--- config.mk ---
export PLATFORM = sky130hd
export DESIGN_NAME = dm9000a_iow_arbiter
export DESIGN_NICKNAME = d
export VERILOG_FILES = /design/src/rtl/dm9000a_iow_arbiter.sv
export SDC_FILE = /design/constraint.sdc
export NUM_CORES = 1
export LEC_CHECK = 0
export ABC_AREA = 1
export CORE_ASPECT_RATIO = 1.4
export CORE_MARGIN = 2
export CORE_UTILIZATION = 40
export CTS_BUF_LIST = sky130_fd_sc_hd__clkbuf_16
export DETAILED_ROUTE_END_ITERATION = 12
export HOLD_SLACK_MARGIN = 0.05
export PLACE_DENSITY = 0.76
export SETUP_SLACK_MARGIN = 0.5
export SYNTH_ARGS = -nofsm -noshare
export SYNTH_HDL_FRONTEND = slang
export SYNTH_SLANG_ARGS = --single-unit
--- constraint.sdc ---
create_clock -name iDm9000aClk -period 3.4 [get_ports iDm9000aClk]
set_input_delay 0.85 -clock iDm9000aClk [delete_from_list [all_inputs] [get_ports iDm9000aClk]]
set_output_delay 0.85 -clock iDm9000aClk [all_outputs]
set_load 0.02 [all_outputs]
--- src/rtl/dm9000a_iow_arbiter.sv ---
// Round-robin arbiter that shares one DM9000A IOW (register write) engine
// between three requesters.
//
// Ports:
//   iDm9000aClk                  clock, all state changes on rising edge
//   iRst                         synchronous active-high reset
//   iReqN_RunStart               level request, held until oReqN_RunEnd
//   iReqN_Reg / iReqN_Data       register address / write data per requester
//   oReqN_RunEnd                 single-cycle completion pulse per requester
//   out_to_Dm9000a_Iow_RunStart  start level to the IOW engine (high in GRANT)
//   out_to_Dm9000a_Iow_Reg/Data  latched address/data to engine, 0 outside GRANT
//   in_from_Dm9000a_Iow_RunEnd   engine done level
//   oGrant                       granted requester index, 2'd3 when none
//   oBusy                        high whenever not IDLE
//   oTimeoutErr / oTimeoutId     sticky timeout flag / last requester that timed out
module dm9000a_iow_arbiter #(
    parameter logic [15:0] TIMEOUT_CYCLES = 16'd5000
) (
    input  logic        iDm9000aClk,
    input  logic        iRst,
    input  logic        iReq0_RunStart,
    input  logic        iReq1_RunStart,
    input  logic        iReq2_RunStart,
    input  logic [15:0] iReq0_Reg,
    input  logic [15:0] iReq1_Reg,
    input  logic [15:0] iReq2_Reg,
    input  logic [15:0] iReq0_Data,
    input  logic [15:0] iReq1_Data,
    input  logic [15:0] iReq2_Data,
    output logic        oReq0_RunEnd,
    output logic        oReq1_RunEnd,
    output logic        oReq2_RunEnd,
    output logic        out_to_Dm9000a_Iow_RunStart,
    output logic [15:0] out_to_Dm9000a_Iow_Reg,
    output logic [15:0] out_to_Dm9000a_Iow_Data,
    input  logic        in_from_Dm9000a_Iow_RunEnd,
    output logic [1:0]  oGrant,
    output logic        oBusy,
    output logic        oTimeoutErr,
    output logic [1:0]  oTimeoutId
);

    typedef enum logic [1:0] {
        StIdle,
        StGrant,
        StRelease
    } state_e;

    state_e      state_q, state_d;
    logic [1:0]  grant_q, grant_d;
    logic [1:0]  last_grant_q, last_grant_d;
    logic [15:0] reg_q, reg_d;
    logic [15:0] data_q, data_d;
    logic [15:0] wait_cnt_q, wait_cnt_d;
    logic        timeout_err_q, timeout_err_d;
    logic [1:0]  timeout_id_q, timeout_id_d;

    logic [2:0]  req;
    logic [1:0]  rr_start;
    logic [1:0]  pick;
    logic [15:0] pick_reg;
    logic [15:0] pick_data;
    logic        in_grant;
    logic        eng_done;
    logic        timeout_hit;
    logic        finish;

    assign req      = {iReq2_RunStart, iReq1_RunStart, iReq0_RunStart};
    assign rr_start = (last_grant_q == 2'd2) ? 2'd0 : last_grant_q + 2'd1;

    // Round-robin pick: first active request at or after rr_start, wrapping.
    // The result is only used when at least one request is high.
    always_comb begin
        pick = 2'd0;
        case (rr_start)
            2'd0: begin
                if (req[0])      pick = 2'd0;
                else if (req[1]) pick = 2'd1;
                else             pick = 2'd2;
            end
            2'd1: begin
                if (req[1])      pick = 2'd1;
                else if (req[2]) pick = 2'd2;
                else             pick = 2'd0;
            end
            default: begin
                if (req[2])      pick = 2'd2;
                else if (req[0]) pick = 2'd0;
                else             pick = 2'd1;
            end
        endcase
    end

    always_comb begin
        pick_reg  = iReq2_Reg;
        pick_data = iReq2_Data;
        case (pick)
            2'd0: begin
                pick_reg  = iReq0_Reg;
                pick_data = iReq0_Data;
            end
            2'd1: begin
                pick_reg  = iReq1_Reg;
                pick_data = iReq1_Data;
            end
            default: begin
                pick_reg  = iReq2_Reg;
                pick_data = iReq2_Data;
            end
        endcase
    end

    assign in_grant = (state_q == StGrant);
    assign eng_done = in_grant & in_from_Dm9000a_Iow_RunEnd;
    // Engine completion wins over a timeout landing on the same cycle.
    assign timeout_hit = in_grant & ~in_from_Dm9000a_Iow_RunEnd &
                         (wait_cnt_q == (TIMEOUT_CYCLES - 16'd1));
    assign finish = eng_done | timeout_hit;

    always_comb begin
        state_d       = state_q;
        grant_d       = grant_q;
        last_grant_d  = last_grant_q;
        reg_d         = reg_q;
        data_d        = data_q;
        wait_cnt_d    = wait_cnt_q;
        timeout_err_d = timeout_err_q;
        timeout_id_d  = timeout_id_q;

        case (state_q)
            StIdle: begin
                if (req != 3'b000) begin
                    state_d    = StGrant;
                    grant_d    = pick;
                    reg_d      = pick_reg;
                    data_d     = pick_data;
                    wait_cnt_d = 16'd0;
                end
            end
            StGrant: begin
                wait_cnt_d = wait_cnt_q + 16'd1;
                if (finish) begin
                    state_d      = StRelease;
                    last_grant_d = grant_q;
                    grant_d      = 2'd3;
                end
                if (timeout_hit) begin
                    timeout_err_d = 1'b1;
                    timeout_id_d  = grant_q;
                end
            end
            StRelease: begin
                // Wait for the engine to drop its done level before re-arming.
                if (!in_from_Dm9000a_Iow_RunEnd) begin
                    state_d = StIdle;
                end
            end
            default: begin
                state_d = StIdle;
            end
        endcase
    end

    always_ff @(posedge iDm9000aClk) begin
        if (iRst) begin
            state_q       <= StIdle;
            grant_q       <= 2'd3;
            last_grant_q  <= 2'd2;
            reg_q         <= 16'h0000;
            data_q        <= 16'h0000;
            wait_cnt_q    <= 16'd0;
            timeout_err_q <= 1'b0;
            timeout_id_q  <= 2'd0;
        end else begin
            state_q       <= state_d;
            grant_q       <= grant_d;
            last_grant_q  <= last_grant_d;
            reg_q         <= reg_d;
            data_q        <= data_d;
            wait_cnt_q    <= wait_cnt_d;
            timeout_err_q <= timeout_err_d;
            timeout_id_q  <= timeout_id_d;
        end
    end

    assign out_to_Dm9000a_Iow_RunStart = in_grant;
    assign out_to_Dm9000a_Iow_Reg      = in_grant ? reg_q : 16'h0000;
    assign out_to_Dm9000a_Iow_Data     = in_grant ? data_q : 16'h0000;

    // A reset landing on the completion cycle aborts the transaction silently.
    assign oReq0_RunEnd = finish & ~iRst & (grant_q == 2'd0);
    assign oReq1_RunEnd = finish & ~iRst & (grant_q == 2'd1);
    assign oReq2_RunEnd = finish & ~iRst & (grant_q == 2'd2);

    assign oGrant      = grant_q;
    assign oBusy       = (state_q != StIdle);
    assign oTimeoutErr = timeout_err_q;
    assign oTimeoutId  = timeout_id_q;

endmodule
==> results.sh <==
export IMPL_status="finished, final reports clean"
export IMPL_grt_use_total=0.209
export IMPL_drv_slew=0
export IMPL_route_detailed_drc=0
export IMPL_vias=4149
export IMPL_synth_cells=617
export IMPL_grt_use_met1=0.236
export IMPL_cts_root_buf="clkbuf_16"
export IMPL_synth_area_mm2=0.00360
export IMPL_clk_path_buf_depth=2
export IMPL_cap_violations=0
export IMPL_ioPinCount=144
export IMPL_fin_ws_ns=0.585
export IMPL_finalCritPeriodShare=0.828
export IMPL_grt_pass1_vias=3831
export IMPL_rsz0062_at_grt="yes"
export IMPL_crit_fanout=38
export IMPL_dp_hpwl_um=7360
export IMPL_synth_top_cell_area_share=0.317
export IMPL_antenna_found_initial=0
export IMPL_firstDrtPassIters=5
export IMPL_cts_hold_buf=0
export IMPL_yosys_area_top_type="dfxtp_1"
export IMPL_die_w_um=84.2
export IMPL_initial_utilization=0.406
export IMPL_regArea_mm2=0.00114
export IMPL_synth_avg_cell_area_um2=5.84
export IMPL_nets=852
export IMPL_setup_violations=0
export IMPL_async_reset_ff_frac=0
export IMPL_antenna_cells=0
export IMPL_synth_commonest_cells="189 x nand2_1, 128 x nor2_1, 60 x inv_1, 57 x dfxtp_1, 53 x nand3_1"
export IMPL_ys_types=26
export IMPL_finalCriticalPeriod_ns=2.81
export IMPL_hold_class="reg2reg"
export IMPL_grt_overflow=0
export IMPL_fin_worst_skew_ns=0.00723
export IMPL_fin_tns_setup_ns=0
export IMPL_yosys_top_cells_area="dfxtp_1 32%, nand2_1 20%, nor2_1 13%, nand3_1 7.4%, inv_1 6.3%"
export IMPL_post_place_ws_ns=0.0195
export IMPL_grt_pass1_wl_um=16800
export IMPL_cts_buffers=9
export IMPL_ant_nets=0
export IMPL_start_kind="register"
export IMPL_groute_layer_met2_usage=0.388
export IMPL_max_slew_margin=0.651
export IMPL_routed_wl_um=10300
export IMPL_design_core_area_mm2=0.00887
export IMPL_pwr_density_cell_mw_per_mm2=424
export IMPL_cts_htree_levels=3
export IMPL_clock_sinks=57
export IMPL_yosys_warnings=0
export IMPL_viasPerCell=4.82
export IMPL_fp_dieH_um=116
export IMPL_arrival_ns=1.96
export IMPL_drt_iter0_markers=218
export IMPL_p_leak_nw=2.92
export IMPL_required_ns=2.55
export IMPL_cp_end_kind="output port"
export IMPL_clock_fmax_mhz=355
export IMPL_tritoncts="yes"
export IMPL_synth_most_common_cell="nand2_1"
export IMPL_finalInstanceArea_mm2=0.00543
export IMPL_syn_nets=720
export IMPL_synth_edf_count=0
export IMPL_irDropWorstVdd_v=0.000436
export IMPL_ys_seq_area_frac=0.317
export IMPL_cts_setup_buffers=0
export IMPL_worst_pin_slew_ns=0.522
export IMPL_wl_per_cell_um=11.9
export IMPL_synthFlopType="dfxtp_1"
export IMPL_area_growth_syn_to_layout_pct=50.8
export IMPL_drive_gt1_frac=0.0716
export IMPL_r2r_slack_ns=1.71
export IMPL_die_area_mm2=0.00979
export IMPL_hold_viol=0
export IMPL_multi_input_comb_area_mm2=0.00198
export IMPL_numPortBuffers=143
export IMPL_crit_type="reg2out"
export IMPL_place_congestion=0.846
export IMPL_insertion_delay_ns=0.32
export IMPL_path_clk_slew_ns=0.05
export IMPL_dpl_cell_area_mm2=0.00504
export IMPL_ys_seq_elements=57
export IMPL_num_rows=41
export IMPL_grt_busiest_layer="met2"
export IMPL_grt_max_degree=49
export IMPL_fillers=847
export IMPL_met3_usage=0.0360
cells by family (layout without fill, tap and decap cells):
logic type | Yosys count | count (layout) | share of synthesized area
AND/OR/NAND/NOR | 392 | 392 | 0.454
buffers and inverters | 102 | 239 | 0.134
AO/OA/AOI/OAI | 65 | 65 | 0.0917
flip-flops | 57 | 57 | 0.317
adder cells (fa/ha/maj) | 1 | 1 | 0.00347
cell type report:
class                      instances  share of cell area
clock buffer                       9              0.0415
tap                              107              0.0246
timing repair buffer             153               0.293
multi-input combinational        458               0.365
inverter                          70              0.0498
clock inverter                     7              0.0159
sequential                        57               0.210
per-stage QoR:
stage	hold WS [ns]	cells	util	power, W
2_1_floorplan	0.453	617	-	0.00115
3_3_place_gp	0.438	845	0.567	0.00138
3_5_place_dp	0.446	845	0.567	0.00139
4_1_cts	0.455	861	0.603	0.00233
5_1_grt	0.490	861	0.612	0.00243
6_report	0.451	861	0.612	0.00231
critical path: stages (launching register included):
cell and delay, ns:
dfxtp_1 0.33, inv_1 0.05, nor2_1 0.11, buf_6 0.22
inv_6 0.15, nor2_1 0.16, clkdlybuf4s50_1 0.62
timing repair:
action,CTS,global route
pin swaps,1,0
setup endpoints to repair,35,35
resized for setup,18,34
cloned,0,0
power by group:
group | internal, W | total [W] | switching [W] | leakage [nW]
logic | 0.000273 | 0.000604 | 0.000331 | 2.29
clock network | 0.000633 | 0.000932 | 0.000299 | 0.158
registers | 0.000733 | 0.000769 | 0.0000360 | 0.469
total | 0.00164 | 0.00231 | 0.000666 | 2.92
sequential cells by signal (all words and copies together) (netlist names):
name          count
oTimeoutId        2
wait_cnt_q       16
oGrant            2
reg_q            16
state_q           2
data_q           16
oTimeoutErr       1
last_grant_q      2
path summary, 6_finish.rpt:
kind / end / cells after the start / start
worst min register to register: oTimeoutErr / 2 / oTimeoutErr
worst min-delay path: oTimeoutErr / 2 / oTimeoutErr
worst max register to register: data_q[12] / 8 / state_q[0]
worst max-delay path: out_to_Dm9000a_Iow_Reg[6] / 6 / state_q[0]
per-layer routing:
metal | wire length (µm) | up-vias
met5 | 0 | -
met4 | 170 | 0
met3 | 601 | 16
met2 | 5420 | 127
met1 | 4070 | 1848
li1 | - | 2158
cells in the final DEF (no fill, tap or decap), types with 2 or more instances in the layout:
cell	netlist	layout
nor2_2	4	5
inv_1	60	60
nand2_2	3	4
clkbuf_16	0	9
clkdlybuf4s50_1	0	109
nor2_1	128	127
nand3_2	2	2
o21ai_1	6	6
nand2_1	189	188
a21oi_1	16	16
dlymetal6s2s_1	0	31
bufinv_16	0	2
nor3_1	3	3
o21ai_0	41	41
nor2_8	2	2
nor2_4	2	2
buf_4	8	11
dfxtp_1	57	57
clkinv_2	0	2
inv_2	9	9
nand4_1	4	4
nand3_1	53	53
(Power assumes the default switching activity.)
